$ cat config.mk
export PLATFORM = sky130hd
export DESIGN_NAME = fuec_encoder_stream
export DESIGN_NICKNAME = d
export VERILOG_FILES = /design/src/rtl/fuec_pkg.sv /design/src/rtl/fuec_encoder_12_8.sv /design/src/rtl/fuec_encoder_stream.sv
export SDC_FILE = /design/constraint.sdc
export NUM_CORES = 1
export LEC_CHECK = 0
export ABC_CLOCK_PERIOD_IN_PS = 2600
export CORE_MARGIN = 2
export CORE_UTILIZATION = 37
export CTS_BUF_LIST = sky130_fd_sc_hd__clkbuf_8
export DETAILED_ROUTE_END_ITERATION = 10
export PLACE_DENSITY = 0.64
export SLEW_MARGIN = 20
export SYNTH_ARGS = -nofsm -noshare
export SYNTH_HDL_FRONTEND = slang
export SYNTH_SLANG_ARGS = --single-unit
$ cat constraint.sdc
create_clock -name clk -period 2.6 [get_ports clk]
set_input_delay 0.52 -clock clk [delete_from_list [all_inputs] [get_ports clk]]
set_output_delay 0.52 -clock clk [all_outputs]
set_load 0.03 [all_outputs]
$ cat src/rtl/fuec_pkg.sv
// Shared definitions for the FUEC (12,8) code: widths, codeword slicing and
// the parity-check columns, used by both the encoder stream and the decoder.
package fuec_pkg;

    localparam int DATA_W   = 8;
    localparam int PAR_W    = 4;
    localparam int CW_W     = 12;
    localparam int DATA_LSB = 0;
    localparam int PAR_LSB  = 8;

    typedef logic [CW_W-1:0]   fuec_cw_t;
    typedef logic [DATA_W-1:0] fuec_data_t;
    typedef logic [PAR_W-1:0]  fuec_par_t;

    // Syndrome column of each data bit; all distinct with weight >= 2, so a
    // single flipped bit anywhere in the codeword maps to a unique syndrome.
    localparam logic [DATA_W-1:0][PAR_W-1:0] FUEC_H_COL = {
        4'b1011, 4'b0111, 4'b1100, 4'b1010,
        4'b1001, 4'b0110, 4'b0101, 4'b0011
    };

endpackage

$ cat src/rtl/fuec_encoder_12_8.sv
// Combinational FUEC (12,8) parity core: parity is the XOR of the syndrome
// columns of every set data bit.
module fuec_encoder_12_8
    import fuec_pkg::*;
(
    input  logic [DATA_W-1:0] data,
    output logic [PAR_W-1:0]  parity
);

    // NOTE: combinational blocks assign a default first and use blocking
    // assignments, so every path drives the output and no latch is inferred.
    always_comb begin
        parity = '0;
        for (int i = 0; i < DATA_W; i++) begin
            if (data[i]) begin
                parity = parity ^ FUEC_H_COL[i];
            end
        end
    end

endmodule

$ cat src/rtl/fuec_encoder_stream.sv
// Streaming FUEC (12,8) encoder: registered output stage plus one-word skid
// buffer, codeword counter, and optional fault injection (FUEC_ERR_INJECT_EN).
module fuec_encoder_stream
    import fuec_pkg::*;
#(
    parameter int COUNT_W = 16
) (
    input  logic               clk,
    input  logic               rst,
    input  logic               s_valid,
    output logic               s_ready,
    input  logic [DATA_W-1:0]  s_data,
    output logic               m_valid,
    input  logic               m_ready,
    output logic [CW_W-1:0]    m_cw,
    output logic [COUNT_W-1:0] cw_count
`ifdef FUEC_ERR_INJECT_EN
    ,
    input  logic               inj_arm,
    input  logic [CW_W-1:0]    inj_mask,
    output logic               inj_pending,
    output logic [7:0]         inj_count
`endif
);

    logic               s_ready_q,    s_ready_d;
    logic               m_valid_q,    m_valid_d;
    fuec_cw_t           m_cw_q,       m_cw_d;
    logic               skid_valid_q, skid_valid_d;
    fuec_data_t         skid_data_q,  skid_data_d;
    logic [COUNT_W-1:0] cw_count_q,   cw_count_d;

    logic       s_fire;
    logic       m_fire;
    logic       load;
    fuec_data_t src_data;
    fuec_par_t  parity;
    fuec_cw_t   cw_clean;
    fuec_cw_t   cw_load;

    // Reset gates s_ready directly so nothing is accepted while it is held.
    assign s_ready  = s_ready_q && !rst;
    assign s_fire   = s_valid && s_ready;
    assign m_fire   = m_valid_q && m_ready;
    assign src_data = skid_valid_q ? skid_data_q : s_data;
    assign load     = (!m_valid_q || m_ready) && (skid_valid_q || s_fire);

    fuec_encoder_12_8 u_enc (
        .data   (src_data),
        .parity (parity)
    );

    always_comb begin
        cw_clean                       = '0;
        cw_clean[DATA_LSB +: DATA_W]   = src_data;
        cw_clean[PAR_LSB  +: PAR_W]    = parity;
    end

`ifdef FUEC_ERR_INJECT_EN
    logic       inj_pending_q, inj_pending_d;
    fuec_cw_t   inj_mask_q,    inj_mask_d;
    logic [7:0] inj_count_q,   inj_count_d;

    // The load consumes the mask armed earlier; an arm in the same cycle
    // is recorded for the following load.
    always_comb begin
        inj_pending_d = inj_pending_q;
        inj_mask_d    = inj_mask_q;
        inj_count_d   = inj_count_q;
        cw_load       = cw_clean;
        if (load && inj_pending_q) begin
            cw_load       = cw_clean ^ inj_mask_q;
            inj_pending_d = 1'b0;
            inj_count_d   = inj_count_q + 8'd1;
        end
        if (inj_arm) begin
            inj_pending_d = 1'b1;
            inj_mask_d    = inj_mask;
        end
    end

    always_ff @(posedge clk) begin
        if (rst) begin
            inj_pending_q <= 1'b0;
            inj_mask_q    <= '0;
            inj_count_q   <= '0;
        end else begin
            inj_pending_q <= inj_pending_d;
            inj_mask_q    <= inj_mask_d;
            inj_count_q   <= inj_count_d;
        end
    end

    assign inj_pending = inj_pending_q;
    assign inj_count   = inj_count_q;
`else
    assign cw_load = cw_clean;
`endif

    always_comb begin
        m_valid_d    = m_valid_q;
        m_cw_d       = m_cw_q;
        skid_valid_d = skid_valid_q;
        skid_data_d  = skid_data_q;
        cw_count_d   = cw_count_q;

        if (load) begin
            m_valid_d    = 1'b1;
            m_cw_d       = cw_load;
            skid_valid_d = 1'b0;
        end else if (m_fire) begin
            m_valid_d = 1'b0;
        end

        // s_fire implies the skid is empty, so capture never collides with a drain.
        if (s_fire && m_valid_q && !m_ready) begin
            skid_valid_d = 1'b1;
            skid_data_d  = s_data;
        end

        if (m_fire) begin
            cw_count_d = cw_count_q + COUNT_W'(1);
        end

        s_ready_d = !skid_valid_d;
    end

    always_ff @(posedge clk) begin
        if (rst) begin
            s_ready_q    <= 1'b1;
            m_valid_q    <= 1'b0;
            m_cw_q       <= '0;
            skid_valid_q <= 1'b0;
            cw_count_q   <= '0;
        end else begin
            s_ready_q    <= s_ready_d;
            m_valid_q    <= m_valid_d;
            m_cw_q       <= m_cw_d;
            skid_valid_q <= skid_valid_d;
            cw_count_q   <= cw_count_d;
        end
    end

    // NOTE: skid data is qualified by skid_valid_q, so it carries no reset.
    always_ff @(posedge clk) begin
        skid_data_q <= skid_data_d;
    end

    assign m_valid  = m_valid_q;
    assign m_cw     = m_cw_q;
    assign cw_count = cw_count_q;

endmodule
==> impl_metrics.tcl <==
set metrics [dict create \
    status "finished, final reports clean" \
    drt_iter0_markers 47 \
    drt-pass1-iter-count 4 \
    syn-instance-count 183 \
    design.portCount 42 \
    leakage_nw 0.8884 \
    power.density_nw_per_um2 505.5 \
    timing.final.setup_violations 0 \
    timing.hold.worst.class "reg -> reg" \
    die_w_um 75.37 \
    clockRootBuffer "clkbuf_8" \
    hold_viol 0 \
    timing.setup.critical_path_class "in -> out" \
    worst_slew_pin_tran_ns 0.3809 \
    pre_cts_ws_ns 0.2962 \
    hold_path_startpoint "cw_count[15]$_SDFFE_PP0P_" \
    cp-end-kind "output port" \
    synth-warning-count 0 \
    globalRoute.totalOverflow 0 \
    critical_path.max_fanout 36 \
    r2r.worst_path.cells 5 \
    numPortBuffers 41 \
    clock_sinks 39 \
    peakVddDrop_uv 199.6 \
    initial_core_util_pct 39.12 \
    die_h_um 75.37 \
    drt-wirelength-per-cell_um 12.80 \
    worstHoldPathCells 2 \
    num-fill-cells 473 \
    worstSkewPairLatency_ns 0.29 \
    placedInstanceArea_um2 2362 \
    synth_area_per_cell_um2 10.30 \
    critical_path_buf_inv_count 3 \
    route.detailed.drc 0 \
    grt_antenna_before_repair 0 \
    routed_wirelength_um 3762 \
    syn-cell-area_um2 1884 \
    postSynthRegisterBits 39 \
    synth_sequential_area_ratio_pct 45.68 \
    cell_repeated_most_along_the_worst_path "buf_4" \
    cp_data_required_time_ns 2.08 \
    multi_input_area_um2 953.4 \
    drv.max_cap_violation_count 0 \
    rr_endpoint "m_cw[8]$_SDFFE_PP0P_" \
    fin_crit_ns 2.216 \
    fmaxAchievable_mhz 451.2 \
    clock_tree_buf_depth 2 \
    arrival_ns 1.70 \
    nNetsFinal 239 \
    rr_startpoint "skid_valid_q$_SDFF_PP0_" \
    area.growth.synth_to_final_pct 29.68 \
    final_layout_size_suffix_gt1_share_pct 6.608 \
    cts_tree "yes" \
    rows 25 \
    dp_hpwl_um 2691 \
    routed-via-count 1442 \
    maxSlewHeadroom_pct 74.61 \
    place.gp.congestion 0.7768 \
    global_route.usage.total_pct 14.68 \
    layout_setup_ws_ns 0.3835 \
    worst_setup_path_start_kind "primary input" \
    postCtsSetupBuffers 0 \
    h-tree-depth 2 \
    maxSlewViolCount 0 \
    floorplan.die_area_um2 5680 \
    fin_tns_setup_ns 0 \
    post-route-cell-area_um2 2444 \
    grt_pass1_vias 1247 \
    worst_path_dominant_cell_family "buffers and inverters" \
    core_um2 4817 \
    final-seq-area_um2 860.8 \
    grt_max_degree 37 \
    cts_hold_repair.buffers 0 \
    count_of_instances_resized_after_the_clock_tree_is_built 0 \
    rrSetupSlack_ns 0.77 \
    worstPathCellList "clkdlybuf4s50_1 > buf_4 > nor2b_1 > buf_4" \
    final.period_utilization_pct 85.25 \
    timing.clock.skew_ns 0.006053 \
    n_antenna_cell 0 \
    grt_first_pass_wirelength_um 6161 \
    slowest_delay_ns 0.53 \
    synthesis.nets 196 \
    slowest_stage_cell_cp "clkdlybuf4s50_1" \
    cts-buffers-inserted 5 \
    ys_types 35 \
    cts.reportedPaths.clkPinSlew_ns 0.07 \
    antenna_left 0 \
    hold_path_end "cw_count[15]$_SDFFE_PP0P_" \
    rsz0062_at_grt "false" \
    post_drt_via_cell_ratio 4.905 \
]
## cell type report
cell class	instances	area share [%]
multi-input combinational	128	39.02
timing repair buffer	45	17.92
tap	67	3.431
sequential	39	35.23
inverter	7	1.075
clock buffer	5	2.816
clock inverter	3	0.5120
## where the power goes
group	internal [mW]	switching, mW	leakage, nW
clock	0.180	0.208	0.0505
combinational	0.0898	0.106	0.513
sequential	0.637	0.0145	0.325
total	0.907	0.328	0.888
## synth_stat cells, drive strengths merged
cell type	number	area [um^2]
a211oi	10	75.07
a21oi	8	40.04
a221oi	1	26.28
and3	1	6.260
and4	2	18.77
buf	5	28.77
clkbuf	4	15.01
dfxtp	31	620.6
edfxtp	8	240.2
ha	1	12.51
inv	7	26.27
mux2i	15	150.1
nand2	9	33.78
nand3	5	25.02
nand4	4	31.28
nand4b	2	17.52
nor2	20	75.07
nor2b	1	6.260
nor3	4	20.02
nor4	2	12.51
o21ai	3	15.01
o311ai	2	17.52
o31ai	2	15.01
or2	2	12.51
or3	4	25.02
or4	2	15.01
or4b	2	20.02
xnor2	7	61.31
xnor3	4	90.09
xor2	15	131.4
## flip-flops by register name, indices dropped and copies added, names as in the netlist
signal	flops
skid_data_q	8
m_valid	1
skid_valid_q	1
cw_count	16
m_cw	12
s_ready_q	1
## per-layer routing
layer / vias up / part of all wire (%) / GRT usage [%]
li1: 739 / - / -
met1: 653 / 49 / 20.33
met2: 43 / 44 / 20.97
met3: 7 / 5.1 / 4.365
met4: 0 / 2.0 / 7.018
met5: - / 0 / 0
## tightest hold or removal path, stage by stage, from the launching register on
cell	delay, ns
dfxtp_1	0.33
o31ai_1	0.06
a21oi_1	0.06
## cells in the final DEF (no fill, tap or decap), types with 5 or more instances in the layout
cell type | netlist | final
inv_1 | 6 | 8
a21oi_1 | 8 | 8
a211oi_1 | 10 | 10
xor2_1 | 15 | 15
nand2_1 | 9 | 9
dfxtp_1 | 31 | 31
xnor2_1 | 7 | 7
edfxtp_1 | 8 | 8
mux2i_1 | 15 | 15
nor2_1 | 20 | 20
clkdlybuf4s50_1 | 0 | 40
clkbuf_8 | 0 | 5
buf_4 | 2 | 5
nand3_1 | 5 | 5
## cells by family (layout without fill, tap and decap cells)
group	count (synthesis)	after routing	share of synthesized area (%)
AND/OR/NAND/NOR	60	60	16.93
flip-flops	39	39	45.68
AO/OA/AOI/OAI	26	26	10.03
XOR/XNOR	26	26	15.01
buffers and inverters	16	60	3.718
multiplexers	15	15	7.968
adder cells (fa/ha/maj)	1	1	0.6639
## through the flow
stage	total power, mW	std cells	util (%)	hold WS (ns)
floorplan	0.7851	183	-	0.5929
global route	1.299	294	50.73	0.5127
detailed placement	0.8623	286	49.04	0.4835
CTS	1.249	294	50.73	0.4996
global placement	0.8599	286	49.04	0.4728
finish	1.235	294	50.73	0.4926
## worst max path at each step
stage / cells past startpoint / from / endpoint / slack [ns]
after floorplan: 3 / rst / skid_data_q[0]$_DFFE_PP_ / 0.64
after global placement: 5 / m_ready / cw_count[13]$_SDFFE_PP0P_ / 0.33
after detailed placement: 5 / m_ready / cw_count[13]$_SDFFE_PP0P_ / 0.30
after CTS: 4 / rst / s_ready / 0.38
after global routing: 4 / rst / s_ready / 0.31
final: 4 / rst / s_ready / 0.38
(Power assumes the default switching activity.)
